--- config.mk ---
export PLATFORM = sky130hd
export DESIGN_NAME = ddr_out_lanes
export DESIGN_NICKNAME = d
export VERILOG_FILES = /design/src/rtl/ddr_out_lanes.sv
export SDC_FILE = /design/constraint.sdc
export NUM_CORES = 1
export LEC_CHECK = 0
export ABC_AREA = 1
export BUFFER_PORTS_ARGS = -buffer_cell sky130_fd_sc_hd__buf_4
export CAP_MARGIN = 0
export CORE_ASPECT_RATIO = 1.1
export CORE_MARGIN = 3
export CORE_UTILIZATION = 50
export CTS_CLUSTER_SIZE = 10
export DETAILED_ROUTE_END_ITERATION = 8
export PLACE_DENSITY_LB_ADDON = 0.1
export SYNTH_ARGS = -nofsm -noshare
export SYNTH_HDL_FRONTEND = slang
export SYNTH_SLANG_ARGS = --single-unit
--- constraint.sdc ---
create_clock -name clk -period 2.1 [get_ports clk]
set_input_delay 0.105 -clock clk [delete_from_list [all_inputs] [get_ports clk]]
set_output_delay 0.105 -clock clk [all_outputs]
set_load 0.05 [all_outputs]
--- src/rtl/ddr_out_lanes.sv ---
// Multi-lane DDR output serializer: valid/ready word FIFO feeding per-lane ODDR-style pin drivers.
// Optional PRBS7 training mode is compiled in when DDR_OUT_PRBS_EN is defined.
module ddr_out_lanes #(
  parameter int         LANES       = 4,
  parameter int         DEPTH       = 8,
  parameter int         START_LEVEL = 4,
  parameter logic [1:0] IDLE_PAT    = 2'b00
) (
  input  logic                     clk,
  input  logic                     rst,
  input  logic                     en,
  input  logic [2*LANES-1:0]       s_data,
  input  logic                     s_valid,
  output logic                     s_ready,
  output logic [$clog2(DEPTH):0]   level,
  output logic                     underrun,
  input  logic                     underrun_clr,
`ifdef DDR_OUT_PRBS_EN
  input  logic                     train,
`endif
  output logic [LANES-1:0]         q
);

  localparam int                 AW        = $clog2(DEPTH);
  localparam int                 LW        = AW + 1;
  localparam logic [LW-1:0]      DEPTH_L   = LW'(DEPTH);
  localparam logic [LW-1:0]      START_L   = LW'(START_LEVEL);
  localparam logic [2*LANES-1:0] IDLE_WORD = {LANES{IDLE_PAT}};

  typedef enum logic [1:0] {S_IDLE, S_FILL, S_RUN, S_TRAIN} state_t;

  state_t               r_state;
  logic [AW-1:0]        r_wr_ptr;
  logic [AW-1:0]        r_rd_ptr;
  logic [LW-1:0]        r_level;
  logic                 r_s_ready;
  logic                 r_underrun;
  logic [2*LANES-1:0]   r_stage;
  logic [2*LANES-1:0]   r_oddr;
  logic [2*LANES-1:0]   r_mem [DEPTH];

  logic                 w_push;
  logic                 w_pop;
  logic [LW-1:0]        w_level_next;

  assign w_push = s_valid & r_s_ready;
  assign w_pop  = (r_state == S_RUN) && (r_level != '0);

  always_comb begin
    w_level_next = r_level;
    if (w_push && !w_pop)
      w_level_next = r_level + LW'(1);
    else if (!w_push && w_pop)
      w_level_next = r_level - LW'(1);
  end

  always_ff @(posedge clk) begin
    if (w_push)
      r_mem[r_wr_ptr] <= s_data;
  end

`ifdef DDR_OUT_PRBS_EN
  logic [2*LANES-1:0] w_prbs_stage;

  // Each lane steps its PRBS7 twice per clk; the first new bit is the older one and lands in D0.
  for (genvar gi = 0; gi < LANES; gi++) begin : g_prbs
    logic [6:0] r_prbs;
    logic [6:0] w_s1;
    logic       w_b0;
    logic       w_b1;

    assign w_b0 = r_prbs[6] ^ r_prbs[5];
    assign w_s1 = {r_prbs[5:0], w_b0};
    assign w_b1 = w_s1[6] ^ w_s1[5];
    assign w_prbs_stage[2*gi]   = w_b0;
    assign w_prbs_stage[2*gi+1] = w_b1;

    always_ff @(posedge clk or posedge rst) begin
      if (rst)
        r_prbs <= 7'(gi + 1);
      else if (r_state == S_TRAIN)
        r_prbs <= {w_s1[5:0], w_b1};
    end
  end
`endif

  always_ff @(posedge clk or posedge rst) begin
    if (rst) begin
      r_state    <= S_IDLE;
      r_wr_ptr   <= '0;
      r_rd_ptr   <= '0;
      r_level    <= '0;
      r_s_ready  <= 1'b0;
      r_underrun <= 1'b0;
      r_stage    <= IDLE_WORD;
    end else begin
      r_level   <= w_level_next;
      r_s_ready <= (w_level_next < DEPTH_L);
      if (w_push)
        r_wr_ptr <= r_wr_ptr + AW'(1);
      if (w_pop)
        r_rd_ptr <= r_rd_ptr + AW'(1);
      if (underrun_clr)
        r_underrun <= 1'b0;
      r_stage <= IDLE_WORD;
      case (r_state)
        S_IDLE: begin
          if (en)
            r_state <= S_FILL;
        end
        S_FILL: begin
          if (!en)
            r_state <= S_IDLE;
          else if (r_level >= START_L)
            r_state <= S_RUN;
        end
        S_RUN: begin
          // An empty FIFO here is an underrun; it outranks a same-cycle clear.
          if (r_level != '0) begin
            r_stage <= r_mem[r_rd_ptr];
          end else begin
            r_underrun <= 1'b1;
            r_state    <= S_FILL;
          end
          if (!en)
            r_state <= S_IDLE;
        end
`ifdef DDR_OUT_PRBS_EN
        S_TRAIN: begin
          r_stage <= w_prbs_stage;
          if (!train)
            r_state <= S_FILL;
        end
`endif
        default: r_state <= S_IDLE;
      endcase
`ifdef DDR_OUT_PRBS_EN
      if (train)
        r_state <= S_TRAIN;
`endif
    end
  end

  // Behavioural ODDR: capture the stage on the rising edge, drive D0 while clk is high, D1 while low.
  always_ff @(posedge clk or posedge rst) begin
    if (rst)
      r_oddr <= IDLE_WORD;
    else
      r_oddr <= r_stage;
  end

  for (genvar gi = 0; gi < LANES; gi++) begin : g_pin
    assign q[gi] = clk ? r_oddr[2*gi] : r_oddr[2*gi+1];
  end

  assign s_ready  = r_s_ready;
  assign level    = r_level;
  assign underrun = r_underrun;

endmodule

==> flow_metrics.py <==
metrics = {
    "critical_path": {
        "cpMaxStageDelayCell": "dfrtp_2",
        "r2r_cells": 10,
        "critPathCaptureType": "flop",
        "crit_arrival_ns": 2.20,
        "path_cells": "inv_1, ha_1, nand2_1, nand2_2, inv_2, ha_1, inv_1, o211ai_1, nand2_1, o21ai_0",
        "crit_buf_inv": 3,
        "r2r_slack_ns": 0.23,
        "crit_family": "adder cells",
        "worstPathRequired_ns": 2.43,
        "path_class": "flop to flop",
        "critPathLaunchType": "flop",
        "critPathMaxFanout": 6,
        "critical_path_depth": 10,
        "cpPeakStageDelay_ns": 0.44,
    },
    "yosys": {
        "synth_nets": 375,
        "ys_ff_latch": 94,
        "synth_top_area_cell": "edfxtp_1",
        "synth_top_family_by_area": "simple AND/OR/NAND/NOR gates",
        "yosys-top-cells-area": "edfxtp_1, dfrtp_1, nor2_1, nand2_1, inv_1",
        "synth_simple_gate_area_frac": 0.1710,
        "synth_compound_area_frac": 0.04753,
        "synth_mux_area_frac": 0.01164,
        "yosysUniqueCellTypes": 24,
        "synth_fa_ha_area_frac": 0.01940,
        "synthCells": 356,
        "synth_top_area_share": 0.4966,
        "synth.avg_cell_area_um2": 10.87,
        "yosysSeqAreaShare": 0.6906,
        "syn-cell-area_um2": 3870,
        "yosys_warnings": 0,
        "synth_xor_area_frac": 0.006790,
    },
    "timing": {
        "slew_viol_final": 0,
        "fin_ws_ns": 0.2328,
        "final.min_clock_period_ns": 1.867,
        "setup_tns_ns": 0,
        "min_period_over_period": 0.8892,
        "finalHoldViolations": 0,
        "setup_viol": 0,
        "grt_setup_unrepaired": "false",
        "tightest_slew_ns": 0.8108,
        "slew_headroom": 0.4589,
        "holdWs_ns": 0.3490,
        "fin_worst_skew_ns": 0.007553,
        "max_freq_ghz": 0.5356,
    },
    "die": {
        "row_count": 33,
        "die_area_um2": 8833,
        "fp.dieW_um": 89.88,
        "die_y_um": 98.27,
        "coreArea_um2": 7473,
        "pin_count": 23,
        "initial_core_util": 0.5178,
    },
    "detailed_routing": {
        "drc_errors": 0,
        "dr.pass1.iters": 6,
        "drtIter0Drc": 142,
        "wl_um": 7457,
        "ant_nets": 0,
        "wl_per_cell_um": 14.37,
        "num_vias": 2517,
        "via_per_inst": 4.850,
    },
    "cells_and_area": {
        "final_common_cell": "nor2_1",
        "diodes": 0,
        "drive_gt1_frac": 0.1691,
        "fin_nets": 428,
        "n_fill_cell": 587,
        "syn2layout_area_growth_pct": 19.33,
        "layout_common_cells": "nor2_1, nand2_1, edfxtp_1",
        "utilization": 0.6179,
        "fin_area_um2": 4618,
        "stdcell_count": 519,
    },
    "placement": {
        "place.port_buffers": 22,
        "dp_cells": 487,
        "dpl-instance-area_um2": 4223,
        "place_congestion": 0.8275,
        "dp.final_hpwl_um": 4636,
        "place_ws_ns": 0.2307,
    },
    "power_and_ir_drop": {
        "p_total_mw": 5.589,
        "p_switching_mw": 1.951,
        "irDropWorstVdd_uv": 536.8,
        "p_leak_nw": 1.978,
        "seqPwrFrac": 0.441,
        "clkPwrFrac": 0.274,
        "cellPowerDensity_nw_per_um2": 1210,
        "p_int_mw": 3.638,
        "p_comb_frac": 0.285,
        "switching_share": 0.3490,
    },
    "clocking": {
        "cts_setup_buffers": 0,
        "clock_latency_ns": 0.45,
        "cts_tree": "done",
        "clkTransAtPathRegs_ns": 0.09,
    },
    "grt": {
        "grt_overflow": 0,
        "grt_pass1_vias": 2411,
        "grt_usage": 0.1841,
        "grt_start_max_net_pins": 42,
        "grt_pass1_wl_um": 12010,
        "antenna_found_initial": 0,
    },
    "flow_run": {
        "max-cap-violations": 0,
    },
    "min_path": {
        "worstHoldPathCells": 0,
        "worstHoldPathType": "flop to flop",
    },
    "outcome": {
        "status": "finished, final reports clean",
    },
}
[power by group through the flow]
stage	combinational, mW	clock (mW)	sequential (mW)
after floorplan	1.04	0.0621	2.59
after global placement	1.57	0.0738	2.50
after detailed placement	1.59	0.0737	2.51
after CTS	1.61	1.57	2.47
after global routing	1.82	1.64	2.50
final	1.59	1.53	2.47
[final timing paths]
kind	startpoint	endpoint
max in group asynchronous	rst	r_rd_ptr[0]
setup / recovery	level[0]	level[2]
hold / removal	r_stage[0]	r_oddr[0]
min in group asynchronous	rst	r_oddr[7]
setup reg to reg	level[0]	level[2]
hold reg to reg	r_stage[0]	r_oddr[0]
[routing by layer]
metal | global-route usage | share of wire | vias up
li1 | - | - | 1270
met1 | 0.2218 | 0.44 | 1182
met2 | 0.2957 | 0.50 | 53
met3 | 0.05316 | 0.045 | 12
met4 | 0.1107 | 0.017 | 0
met5 | 0 | 0 | -
[kinds of logic (layout without fill, tap and decap cells)]
logic type / Yosys count / in the layout
simple gates: 163 / 163
flops: 94 / 94
buf+inv: 51 / 109
xor+xnor: 3 / 3
fa+ha+maj: 6 / 6
mux: 4 / 4
compound gates: 35 / 35
[sequential cells by signal (all words and copies together), names as in the netlist, named ones only]
name / count
r_oddr: 8
level: 3
r_stage: 8
underrun: 1
r_rd_ptr: 3
r_state: 2
r_mem: 64
r_wr_ptr: 3
s_ready: 1
[timing repair]
action	4_1_cts	5_1_grt
hold buffers	12	0
resized for setup	0	0
hold endpoints to repair	88	0
[layout make-up]
cell class              count  area, um^2  share of cell area
well taps                 105       131.4             0.02845
repair buffers             44       360.3             0.07803
multi-input cells         211       992.2              0.2148
flip-flops and latches     94        2675              0.5792
inverters                  41       153.9             0.03332
clock buffers              20       272.8             0.05906
clock inverters             4       32.53            0.007044
[synth_stat cells]
library cell	number
buf_2	8
dfrtp_1	30
o21ai_0	28
edfxtp_1	64
xor2_1	3
a21oi_1	1
or2_2	3
nor2_2	1
mux2_2	4
o21ai_1	2
inv_2	2
inv_1	39
clkbuf_1	1
nand2_1	64
buf_4	1
ha_1	6
a21boi_0	1
nand2_2	1
nand4_1	1
nor3_2	1
nand3_1	23
o22ai_1	1
nor2_1	69
o211ai_1	2
Power figures use the tool's default switching activity.
